--- src/rtl/shift_seq_ctrl.sv ---
// Command sequencer for a 4-bit universal shift register.
// Each accepted command becomes one LOAD cycle, then cmd_count shift cycles,
// then a one-cycle done pulse. All outputs are decoded from registered state.
// The single exception is reg_q[0] -> rightInp during a rotate.
module shift_seq_ctrl #(
    parameter int WIDTH = 4,
    parameter int CNT_W = 3
) (
    input  logic             CLK,
    input  logic             RST_N,
    input  logic             cmd_valid,
    output logic             cmd_ready,
    input  logic [1:0]       cmd_op,
    input  logic [WIDTH-1:0] cmd_data,
    input  logic [CNT_W-1:0] cmd_count,
    input  logic             cmd_fill,
    input  logic [WIDTH-1:0] reg_q,
    output logic [WIDTH-1:0] INP,
    output logic [1:0]       select,
    output logic             leftInp,
    output logic             rightInp,
    output logic             busy,
    output logic             done
);

    typedef enum logic [1:0] {S_IDLE, S_LOAD, S_SHIFT, S_DONE} state_t;

    localparam logic [1:0] OP_LOAD = 2'b00;
    localparam logic [1:0] OP_SHR  = 2'b01;
    localparam logic [1:0] OP_SHL  = 2'b10;

    localparam logic [1:0] SEL_HOLD = 2'b00;
    localparam logic [1:0] SEL_SHR  = 2'b01;
    localparam logic [1:0] SEL_SHL  = 2'b10;
    localparam logic [1:0] SEL_LOAD = 2'b11;

    state_t           state_q, state_d;
    logic [1:0]       op_q, op_d;
    logic [WIDTH-1:0] data_q, data_d;
    logic [CNT_W-1:0] cnt_q, cnt_d;
    logic             fill_q, fill_d;

    // Only bit 0 of the fed-back register value is needed (rotate wrap-around).
    logic unused_reg_q;
    assign unused_reg_q = ^reg_q[WIDTH-1:1];

    // State and captured command fields; reset returns to IDLE immediately.
    always_ff @(posedge CLK or negedge RST_N) begin
        if (!RST_N) begin
            state_q <= S_IDLE;
            op_q    <= OP_LOAD;
            data_q  <= '0;
            cnt_q   <= '0;
            fill_q  <= 1'b0;
        end else begin
            state_q <= state_d;
            op_q    <= op_d;
            data_q  <= data_d;
            cnt_q   <= cnt_d;
            fill_q  <= fill_d;
        end
    end

    // Next state: fields are sampled only on the IDLE handshake, so later
    // changes on the command bus cannot disturb a running command.
    always_comb begin
        state_d = state_q;
        op_d    = op_q;
        data_d  = data_q;
        cnt_d   = cnt_q;
        fill_d  = fill_q;
        unique case (state_q)
            S_IDLE: begin
                if (cmd_valid) begin
                    op_d    = cmd_op;
                    data_d  = cmd_data;
                    cnt_d   = cmd_count;
                    fill_d  = cmd_fill;
                    state_d = S_LOAD;
                end
            end
            S_LOAD: begin
                // A zero count degenerates any shift op into a plain load.
                if (op_q == OP_LOAD || cnt_q == '0) state_d = S_DONE;
                else                                 state_d = S_SHIFT;
            end
            S_SHIFT: begin
                cnt_d = cnt_q - CNT_W'(1);
                if (cnt_q == CNT_W'(1)) state_d = S_DONE;
            end
            S_DONE: state_d = S_IDLE;
            default: state_d = S_IDLE;
        endcase
    end

    // Output decode; serial inputs not in use are held at 0.
    always_comb begin
        select   = SEL_HOLD;
        leftInp  = 1'b0;
        rightInp = 1'b0;
        INP      = data_q;
        cmd_ready = (state_q == S_IDLE);
        busy      = (state_q != S_IDLE);
        done      = (state_q == S_DONE);
        unique case (state_q)
            S_LOAD: select = SEL_LOAD;
            S_SHIFT: begin
                if (op_q == OP_SHL) begin
                    select  = SEL_SHL;
                    leftInp = fill_q;
                end else begin
                    select   = SEL_SHR;
                    rightInp = (op_q == OP_SHR) ? fill_q : reg_q[0];
                end
            end
            default: select = SEL_HOLD;
        endcase
    end

endmodule
--- config.mk ---
export PLATFORM = sky130hd
export DESIGN_NAME = shift_seq_ctrl
export DESIGN_NICKNAME = d
export VERILOG_FILES = /design/src/rtl/shift_seq_ctrl.sv
export SDC_FILE = /design/constraint.sdc
export NUM_CORES = 1
export LEC_CHECK = 0
export BUFFER_PORTS_ARGS = -buffer_cell sky130_fd_sc_hd__buf_2
export CELL_PAD_IN_SITES_DETAIL_PLACEMENT = 0
export CELL_PAD_IN_SITES_GLOBAL_PLACEMENT = 1
export CORE_ASPECT_RATIO = 0.8
export CORE_UTILIZATION = 39
export CTS_CLUSTER_SIZE = 30
export DETAILED_ROUTE_END_ITERATION = 10
export PLACE_DENSITY_LB_ADDON = 0.1
export SLEW_MARGIN = 15
export SYNTH_ARGS = -nofsm -noshare
export SYNTH_HDL_FRONTEND = slang
export SYNTH_SLANG_ARGS = --single-unit
--- constraint.sdc ---
create_clock -name CLK -period 3.7 [get_ports CLK]
set_input_delay 0.555 -clock CLK [delete_from_list [all_inputs] [get_ports CLK]]
set_output_delay 0.555 -clock CLK [all_outputs]
set_load 0.05 [all_outputs]
==> results by group <==
Critical path
  – Maximum fanout along the worst path: 13
  – Cells on worst reg2reg path: 5
  – Levels on crit path: 6
  – Crit path DAT: 1.95 ns
  – CP Capture Type: primary output
  – Max incr delay on CP: a little under 0.5 ns
  – Worst Path Buf+Inv: 3
  – CP most frequent cell: inv_1
  – CP required: about 3.1 ns
  – CP max stage cell: ha_1
  – Startpoint Class: register
  – Critical-path cell list: inv_1 > ha_1 > inv_1 > nor2_1 > and2_1 > buf_2
  – Crit path kind: register to primary output
  – CP delay by family, top: buffers and inverters

STA
  – Worst slew pin tran: 0.5208 ns
  – Fmax: approximately 400 MHz
  – Setup_tns: 0 ns
  – Final setup violation count: 0
  – Final hold vios: 0
  – Slew Viols, Final: 0
  – Final Cycle Share: 0.6771
  – Slew headroom: 0.6528
  – RSZ-0062 raised after global routing: false
  – Layout Skew: 0.004390 ns
  – Final min period: roughly 2.5 ns
  – Post-route setup slack: about 1.2 ns

Routing
  – Wire per inst: ~12 µm
  – DRT Pass-1 Iters: 3
  – Total Wirelength: about 1.4 mm
  – Initial DRC count: 4
  – DR vias: 621
  – Routed vias/inst: 5.049
  – Antenna Nets Post-Route: 0
  – DRC: 0

Logic synthesis
  – Most used DFF post-synth: dfrtp_1
  – Cell area after synthesis: 807.0 µm²
  – Syn Nets: just under 100
  – EDFF count, synth: 0
  – Yosys reg bits: 12
  – Cells after Synth: 74
  – Library cells used by synthesis: 28
  – Post-synth ARST share: 1.000
  – Sequential area share after synthesis: 0.3721
  – Synth warn: 0
  – Post-Syn Area per Cell: approximately 11 µm²

Cells and area
  – Layout cells sized above 1: 0.4545
  – Final nets: between 100 and 150
  – Most common cell after layout, fill and taps aside: buf_2
  – Final Util: 0.5066
  – Synth-to-Final Area Change: 19.85%
  – ANT cells: 0
  – Sequential cell area: 300.3 µm²
  – Commonest cells after routing, fill and taps aside: 24 x buf_2, 12 x dfrtp_1, 8 x mux2_2, 7 x ha_1, 6 x inv_1
  – Area used by multi-input combinational logic: about 460 µm²
  – Fillers: 200
  – Design area: approximately 970 µm²

Floorplanning
  – Core Region: between 1500 and 2000 µm²
  – Die W: ~53 µm
  – Starting Density: 0.4227
  – Row count: 14
  – # IOs: 28
  – Die Area: around 2300 µm²
  – Chip height: between 40 and 50 µm

Status
  – Status: finished clean

Clocking
  – Root Driver: clkbuf_4
  – Clock buffer depth: 2
  – # resized after CTS: 0
  – Post-CTS Hold Fix Bufs: 0
  – CTS tree: done
  – Num Clock Sinks: 12
  – CTS H-tree depth: 1
  – Clock Latency Late Sink: approximately 0.27 ns
  – Num CTS Buffers: 3
  – Post-CTS Setup Repair Bufs: 0
  – Clock Pin Slew Worst Setup and Hold Paths: 0.07 ns

Placed design
  – DP Worst Slack: approximately 1.5 ns
  – HPWL Detailed: 1.127 mm
  – RD Place Congestion: 0.7309
  – Area post-placement: 930.9 µm²
  – IO buf count: 24

Global route
  – GR Overflow Total: 0
  – Initial antenna violation count: 0
  – First-pass GRT wire length: about 2.5 mm
  – Number of global-route vias before repair: around 580
  – Largest net degree at the start of global routing: 14
  – Total global-route track usage: 0.1522

Worst hold path
  – Worst Hold Class: input pin to asynchronous set/reset pin

Run
  – Number of max-cap violations: 0
## registers in the layout, indices dropped and copies added, names as in the netlist
| signal | count |
|---|---|
| INP | 4 |
| fill_q | 1 |
| cnt_q | 3 |
| state_q | 2 |
| op_q | 2 |
## through the flow
stage,instances,hold slack [ns]
after global routing,123,0.1589
after CTS,123,0.1509
after detailed placement,119,0.4512
after global placement,119,0.4447
after floorplan,74,0.2594
final,123,0.1510
## cells by family (layout without fill, tap and decap cells)
family | after synthesis | count (layout) | share of synthesized area
AO/OA/AOI/OAI | 19 | 19 | 0.1767
adder cells (fa/ha/maj) | 7 | 7 | 0.1085
buffers and inverters | 9 | 34 | 0.06046
flip-flops | 12 | 12 | 0.3721
multiplexers | 9 | 9 | 0.1302
AND/OR/NAND/NOR | 18 | 18 | 0.1519
## worst paths after layout
path	start	endpoint	slack, ns
setup reg to reg	state_q[0]	state_q[1]	1.93
max in group asynchronous	RST_N	cnt_q[2]	3.33
min in group CLK	INP[3]	INP[3]	0.50
setup / recovery	state_q[0]	leftInp	1.19
hold reg to reg	INP[3]	INP[3]	0.50
hold / removal	RST_N	INP[2]	0.15
## worst reg2reg max path: cells and delay by family (launching register included)
kind | cells | cell delay, ns
DFF | 1 | 0.42
and+or+nand+nor | 1 | 0.12
buffers and inverters | 1 | 0.14
adders and majority gates | 1 | 0.51
AOI/OAI and AO/OA | 1 | 0.16
muxes | 1 | 0.31
## synthesized netlist by cell type, types with 2 or more instances
cell	n	share of area
inv_1	6	0.028
a21oi_1	5	0.031
nor2b_1	2	0.016
nand2b_1	2	0.016
mux2_2	8	0.11
buf_4	2	0.019
ha_1	7	0.11
nand2b_4	2	0.034
o22ai_1	2	0.016
and2_1	2	0.016
o21ai_0	3	0.019
nand3_1	2	0.012
dfrtp_1	12	0.37
a211oi_1	2	0.019
nor2_1	3	0.014
a31o_2	2	0.022
## layout make-up
type / count / share of cell area
flip-flops and latches: 12 / 0.3105
clock buffers: 4 / 0.03752
inverters: 6 / 0.02329
well taps: 24 / 0.03105
multi-input cells: 53 / 0.4735
repair buffers: 24 / 0.1242
## layer usage
metal / global-route usage / vias up / share of wire
met4: 0.03158 / 0 / 0
met5: 0 / - / 0
met1: 0.1886 / 295 / 0.47
li1: - / 312 / -
met3: 0.06452 / 0 / 0.039
met2: 0.2456 / 14 / 0.49
Power is not shown: default switching activity piles up to over one toggle a cycle in this logic, so the estimate is an artifact.
